$ cat src/rtl/tdc_interval_fifo.sv
// TDC interval measurement: start/stop fine codes plus a coarse cycle count
// form a start-to-stop interval in tap units, buffered in a FWFT FIFO.
module tdc_interval_fifo #(
    parameter int NUM_TAPS = 32,
    parameter int FINE_W   = $clog2(NUM_TAPS),
    parameter int COARSE_W = 16,
    parameter int DEPTH    = 8
) (
    input  logic                         clk,
    input  logic                         rst_n,
    input  logic                         start_valid,
    input  logic [FINE_W-1:0]            start_fine,
    input  logic                         stop_valid,
    input  logic [FINE_W-1:0]            stop_fine,
    output logic                         busy,
    output logic                         m_valid,
    input  logic                         m_ready,
    output logic [COARSE_W+FINE_W-1:0]   m_interval,
    output logic                         m_overrange,
    output logic [$clog2(DEPTH+1)-1:0]   fifo_count,
    output logic [7:0]                   overflow_cnt
);

    // state | meaning
    // IDLE  | waiting for a start strobe, stop strobes ignored
    // ARMED | coarse counter running, waiting for stop or timeout

    localparam int IW = COARSE_W + FINE_W;
    localparam int PW = (DEPTH > 1) ? $clog2(DEPTH) : 1;
    localparam int CW = $clog2(DEPTH + 1);

    typedef enum logic {IDLE, ARMED} state_t;

    state_t              state_q, state_d;
    logic [COARSE_W-1:0] cnt_q, cnt_d;
    logic [FINE_W-1:0]   start_q, start_d;
    logic [IW:0]         mem_q [DEPTH];
    logic [IW:0]         mem_d [DEPTH];
    logic [PW-1:0]       wr_q, wr_d, rd_q, rd_d;
    logic [CW-1:0]       count_q, count_d;
    logic [7:0]          ovf_q, ovf_d;

    logic                push;
    logic                pop;
    logic                accept;
    logic [IW:0]         rec;
    logic [IW-1:0]       interval_calc;
    logic [IW:0]         head;

    // NUM_TAPS is a power of two, so k*NUM_TAPS is k shifted left by FINE_W
    assign interval_calc = {cnt_q, {FINE_W{1'b0}}} + IW'(stop_fine) - IW'(start_q);

    // Measurement FSM: arms on start, emits a record on stop or counter terminal count.
    // The start edge counts as the first coarse step, so the register holds k
    // during the k-th cycle after the start strobe.
    always_comb begin
        state_d = state_q;
        cnt_d   = cnt_q;
        start_d = start_q;
        push    = 1'b0;
        rec     = '0;
        case (state_q)
            IDLE: begin
                if (start_valid) begin
                    start_d = start_fine;
                    cnt_d   = COARSE_W'(1);
                    state_d = ARMED;
                end
            end
            ARMED: begin
                cnt_d = cnt_q + COARSE_W'(1);
                if (stop_valid) begin
                    push    = 1'b1;
                    rec     = {1'b0, interval_calc};
                    cnt_d   = '0;
                    state_d = IDLE;
                end else if (cnt_q == '1) begin
                    push    = 1'b1;
                    rec     = {1'b1, {IW{1'b1}}};
                    cnt_d   = '0;
                    state_d = IDLE;
                end
            end
            default: state_d = IDLE;
        endcase
    end

    // FIFO bookkeeping: a full FIFO still accepts a push when the head pops in the same cycle
    always_comb begin
        pop     = (count_q != '0) && m_ready;
        accept  = push && ((count_q != CW'(DEPTH)) || pop);
        mem_d   = mem_q;
        wr_d    = wr_q;
        rd_d    = rd_q;
        count_d = count_q;
        ovf_d   = ovf_q;
        if (accept) begin
            mem_d[wr_q] = rec;
            wr_d        = wr_q + PW'(1);
        end
        if (pop) begin
            rd_d = rd_q + PW'(1);
        end
        if (accept && !pop) begin
            count_d = count_q + CW'(1);
        end else if (pop && !accept) begin
            count_d = count_q - CW'(1);
        end
        if (push && !accept && (ovf_q != 8'hFF)) begin
            ovf_d = ovf_q + 8'd1;
        end
    end

    // State and storage registers, cleared asynchronously
    always_ff @(posedge clk or negedge rst_n) begin
        if (!rst_n) begin
            state_q <= IDLE;
            cnt_q   <= '0;
            start_q <= '0;
            mem_q   <= '{default: '0};
            wr_q    <= '0;
            rd_q    <= '0;
            count_q <= '0;
            ovf_q   <= '0;
        end else begin
            state_q <= state_d;
            cnt_q   <= cnt_d;
            start_q <= start_d;
            mem_q   <= mem_d;
            wr_q    <= wr_d;
            rd_q    <= rd_d;
            count_q <= count_d;
            ovf_q   <= ovf_d;
        end
    end

    assign head         = mem_q[rd_q];
    assign busy         = (state_q == ARMED);
    assign m_valid      = (count_q != '0);
    assign m_interval   = m_valid ? head[IW-1:0] : '0;
    assign m_overrange  = m_valid & head[IW];
    assign fifo_count   = count_q;
    assign overflow_cnt = ovf_q;

endmodule

$ cat config.mk
export PLATFORM = sky130hd
export DESIGN_NAME = tdc_interval_fifo
export DESIGN_NICKNAME = d
export VERILOG_FILES = /design/src/rtl/tdc_interval_fifo.sv
export SDC_FILE = /design/constraint.sdc
export NUM_CORES = 1
export LEC_CHECK = 0
export CAP_MARGIN = 25
export CORE_MARGIN = 2
export CORE_UTILIZATION = 32
export CTS_CLUSTER_DIAMETER = 200
export DETAILED_ROUTE_END_ITERATION = 6
export PLACE_DENSITY = 0.57
export REMOVE_ABC_BUFFERS = 1
export SYNTH_ARGS = -nofsm -noshare
export SYNTH_HDL_FRONTEND = slang
export SYNTH_SLANG_ARGS = --single-unit
$ cat constraint.sdc
create_clock -name clk -period 5.99 [get_ports clk]
set_input_delay 1.198 -clock clk [delete_from_list [all_inputs] [get_ports clk]]
set_output_delay 1.198 -clock clk [all_outputs]
set_load 0.02 [all_outputs]
==> impl_results.md <==
* Kind of end point of the critical path: output port
* Ratio of cells with drive above 1 in the final layout at 0.111
* Time the worst path needs with I/O delays and setup at 4.33 ns
* Largest clock skew in the final design at 0.0113 ns
* Flops & latches, synth at 216
* HPWL Detailed at 16.1 mm
* Number of placement rows at 65
* Total CTS buffers at 24
* Setup repair after global routing missed its margin: false
* Clock tree from TritonCTS: done
* Period utilisation layout at 0.722
* Sink count of the clock tree at 216
* Average via count per standard cell at 5.08
* Clock transition at path regs at 0.06 ns
* # IOs at 51
* First-pass GRT wire length at 41.7 mm
* Antenna diode instance count at 0
* Part of the total power dissipated in combinational logic at 0.354
* CTS H-tree depth at 1
* Run status: completed
* Flip-flop and latch area at 5410 um2
* Area overhead of the layout relative to synthesis at 16.9%
* Worst min-delay path category: reg2reg
* Number of hold violations in the final report at 0
* Leading cell type in the layout, fill and taps excluded: sky130_fd_sc_hd__dfrtp_1
* Slew at the pin closest to its max-slew limit at 1.04 ns
* Number of nets in the finished design at 1067
* Routed length per placed instance at 17.4 um
* Cell Pwr Density at 506 nW/um2
* Leading cell types in the layout, fill and taps excluded: 214 x sky130_fd_sc_hd__dfrtp_1, 208 x sky130_fd_sc_hd__nand2_1, 202 x sky130_fd_sc_hd__o21ai_0
* Die X-Extent at 184 um
* Fin util at 0.381
* Post-cts resize count at 0
* Final global-route overflow total at 0
* Number of maximum-capacitance constraint violations at 0
* Post-Syn Area per Cell at 10.2 um2
* Switching component of the power at 2090 uW
* FILL cells at 3157
* Setup Total Neg Slack at 0 ns
* Iteration-0 DRC count of the detailed router at 598
* WP data arrival at 3.13 ns
* Core area at 31700 um2
* Distinct cell type count after synthesis at 52
* Synth Instances at 1011
* Initial standard-cell utilization of the core at 0.326
* Worst supply voltage drop on vdd at 0.227 mV
* Post-detailed-routing wire length at 25.4 mm
* Warnings from Yosys at 0
* Number of enable flip-flop cells after synthesis at 0
* Total global routing track utilization at 0.156
* Hold-fix buffer count after cts at 0
* First-pass iteration count of the detailed router at 4
* Required @ worst endpoint at 4.79 ns
* Crit path launch type: register
* Number of nets with antenna violations after detailed routing at 0
* Area of the multi-input gates at 4640 um2
* Top_reg_cell synth: sky130_fd_sc_hd__dfrtp_1
* Cell Count, Final, Fillers Out at 1456
* Largest driver fanout on the critical path at 18
* Setup Viol. Count Final at 0
* Number of max-slew violations in the final report at 0
* Detailed-route DRC error count at 0
* Sequential Power Share at 0.392
* Tightest slew margin relative to the limit at 0.301
* Post-CTS Setup Repair Bufs at 0
* Total Die Area at 33800 um2
* Share of power burned in the clock network at 0.254
* Total standard cell area after synthesis at 10300 um2
* RePlAce Congestion at 0.821
* Antenna violations before repair at 0
* Fraction of the yosys area taken by sequential cells at 0.522
* Maximum number of pins on one net before global-route repair at 112
* Switching Share at 0.342
* Highest attainable clock frequency at 231 MHz
* WS Path Type: reg2out
* Vertical extent of the die at 184 um
* Fraction of registers with async set or reset after synthesis at 1.00
* Internal portion of total power at 4030 uW
* Worst skew pair latency at 0.52 ns
* Leakage dissipation at 0.00525 uW
* Count of port buffers added during placement at 50
* # placed instances at 1413
* Vias in the first global route at 7603
* Bufs on Longest Clock Path at 3
* Routed vias at 7393
* Root buf cell: sky130_fd_sc_hd__clkbuf_16
layer usage:
layer / part of all wire / vias to the layer above / GRT usage / routed length, um
li1: - / 3644 / - / -
met1: 0.49 / 3592 / 0.219 / 12300
met2: 0.46 / 123 / 0.255 / 11600
met3: 0.038 / 34 / 0.0210 / 972
met4: 0.017 / 0 / 0.0362 / 433
met5: 0 / - / 0 / 0
power by group through the flow:
stage,Sequential [uW],Combinational [uW],Clock [uW]
floorplan,2400,1390,0
global placement,2410,2180,0
detailed placement,2430,2210,0
CTS,2410,2220,1600
global route,2490,2420,1660
finish,2400,2160,1550
state kept, by name, indices dropped and copies added (netlist names):
signal and flops:
rd_q 3, fifo_count 4, mem_q 176, start_q 5
busy 1, wr_q 3, cnt_q 16, overflow_cnt 8
stage by stage:
stage	total power, uW	worst slack (ns)	cell area (um2)	hold slack [ns]
finish	6120	1.66	12100	0.473
CTS	6220	1.51	12100	0.478
global route	6570	1.41	12100	0.491
global placement	4590	1.66	11200	0.456
floorplan	3790	1.66	10100	0.445
detailed placement	4650	1.59	11300	0.465
worst max-delay path, stage by stage, from the launching register on:
cell,delay (ns)
sky130_fd_sc_hd__dfrtp_2,0.78
sky130_fd_sc_hd__buf_4,0.44
sky130_fd_sc_hd__mux4_2,0.55
sky130_fd_sc_hd__mux2i_1,0.21
sky130_fd_sc_hd__nor2_1,0.08
sky130_fd_sc_hd__clkdlybuf4s50_1,0.54
synthesized netlist by cell type (3+ instances only):
cell type	number	area (um2)
sky130_fd_sc_hd__o21ai_0	202	1010
sky130_fd_sc_hd__a21o_1	3	22.5
sky130_fd_sc_hd__o31ai_1	5	37.5
sky130_fd_sc_hd__nor4_2	3	37.5
sky130_fd_sc_hd__o21a_1	4	30.0
sky130_fd_sc_hd__nor3_1	20	100
sky130_fd_sc_hd__nand3_1	13	65.1
sky130_fd_sc_hd__nand2b_1	7	43.8
sky130_fd_sc_hd__or3_1	4	25.0
sky130_fd_sc_hd__nor2_1	48	180
sky130_fd_sc_hd__nor2b_1	4	25.0
sky130_fd_sc_hd__nand2_1	208	781
sky130_fd_sc_hd__xnor2_1	13	114
sky130_fd_sc_hd__a211oi_1	3	22.5
sky130_fd_sc_hd__nand4_1	12	75.1
sky130_fd_sc_hd__mux2i_1	25	250
sky130_fd_sc_hd__mux2_2	4	45.0
sky130_fd_sc_hd__o211ai_1	7	52.6
sky130_fd_sc_hd__nor4_1	13	81.3
sky130_fd_sc_hd__and3_1	8	50.1
sky130_fd_sc_hd__o31a_1	6	52.6
sky130_fd_sc_hd__buf_1	3	11.3
sky130_fd_sc_hd__clkbuf_1	56	210
sky130_fd_sc_hd__dfrtp_1	216	5410
sky130_fd_sc_hd__mux4_2	44	991
sky130_fd_sc_hd__inv_1	16	60.1
sky130_fd_sc_hd__ha_1	13	163
sky130_fd_sc_hd__buf_2	8	40.0
sky130_fd_sc_hd__a21oi_1	13	65.1
final cells by class:
cell class / count / area share
flip-flops and latches: 216 / 0.447
multi-input cells: 712 / 0.383
clock buffers: 35 / 0.0598
clock inverters: 8 / 0.00983
inverters: 16 / 0.00497
repair buffers: 67 / 0.0533
well taps: 402 / 0.0416
cell families (layout without fill, tap and decap cells):
kind of cell	count (synthesis)	in the layout	synth area share
flip-flops	216	216	0.522
AO/OA/AOI/OAI	258	258	0.139
adder cells (fa/ha/maj)	15	15	0.0196
XOR/XNOR	15	15	0.0127
buffers and inverters	83	126	0.0311
multiplexers	74	74	0.125
AND/OR/NAND/NOR	350	350	0.150
final timing paths:
path,start,endpoint,slack (ns),cells after the start
max reg2reg,cnt_q[0]$_DFFE_PN0P_,fifo_count[3]$_DFFE_PN0P_,2.14,14
max in group asynchronous,rst_n,mem_q[141]$_DFFE_PN0P_,4.07,2
min in group asynchronous,rst_n,mem_q[39]$_DFFE_PN0P_,0.80,1
min,mem_q[110]$_DFFE_PN0P_,mem_q[110]$_DFFE_PN0P_,0.47,2
max,rd_q[0]$_DFFE_PN0P_,m_interval[12],1.66,5
min reg2reg,mem_q[110]$_DFFE_PN0P_,mem_q[110]$_DFFE_PN0P_,0.47,2
No activity file was read; power rests on OpenSTA's default activity.
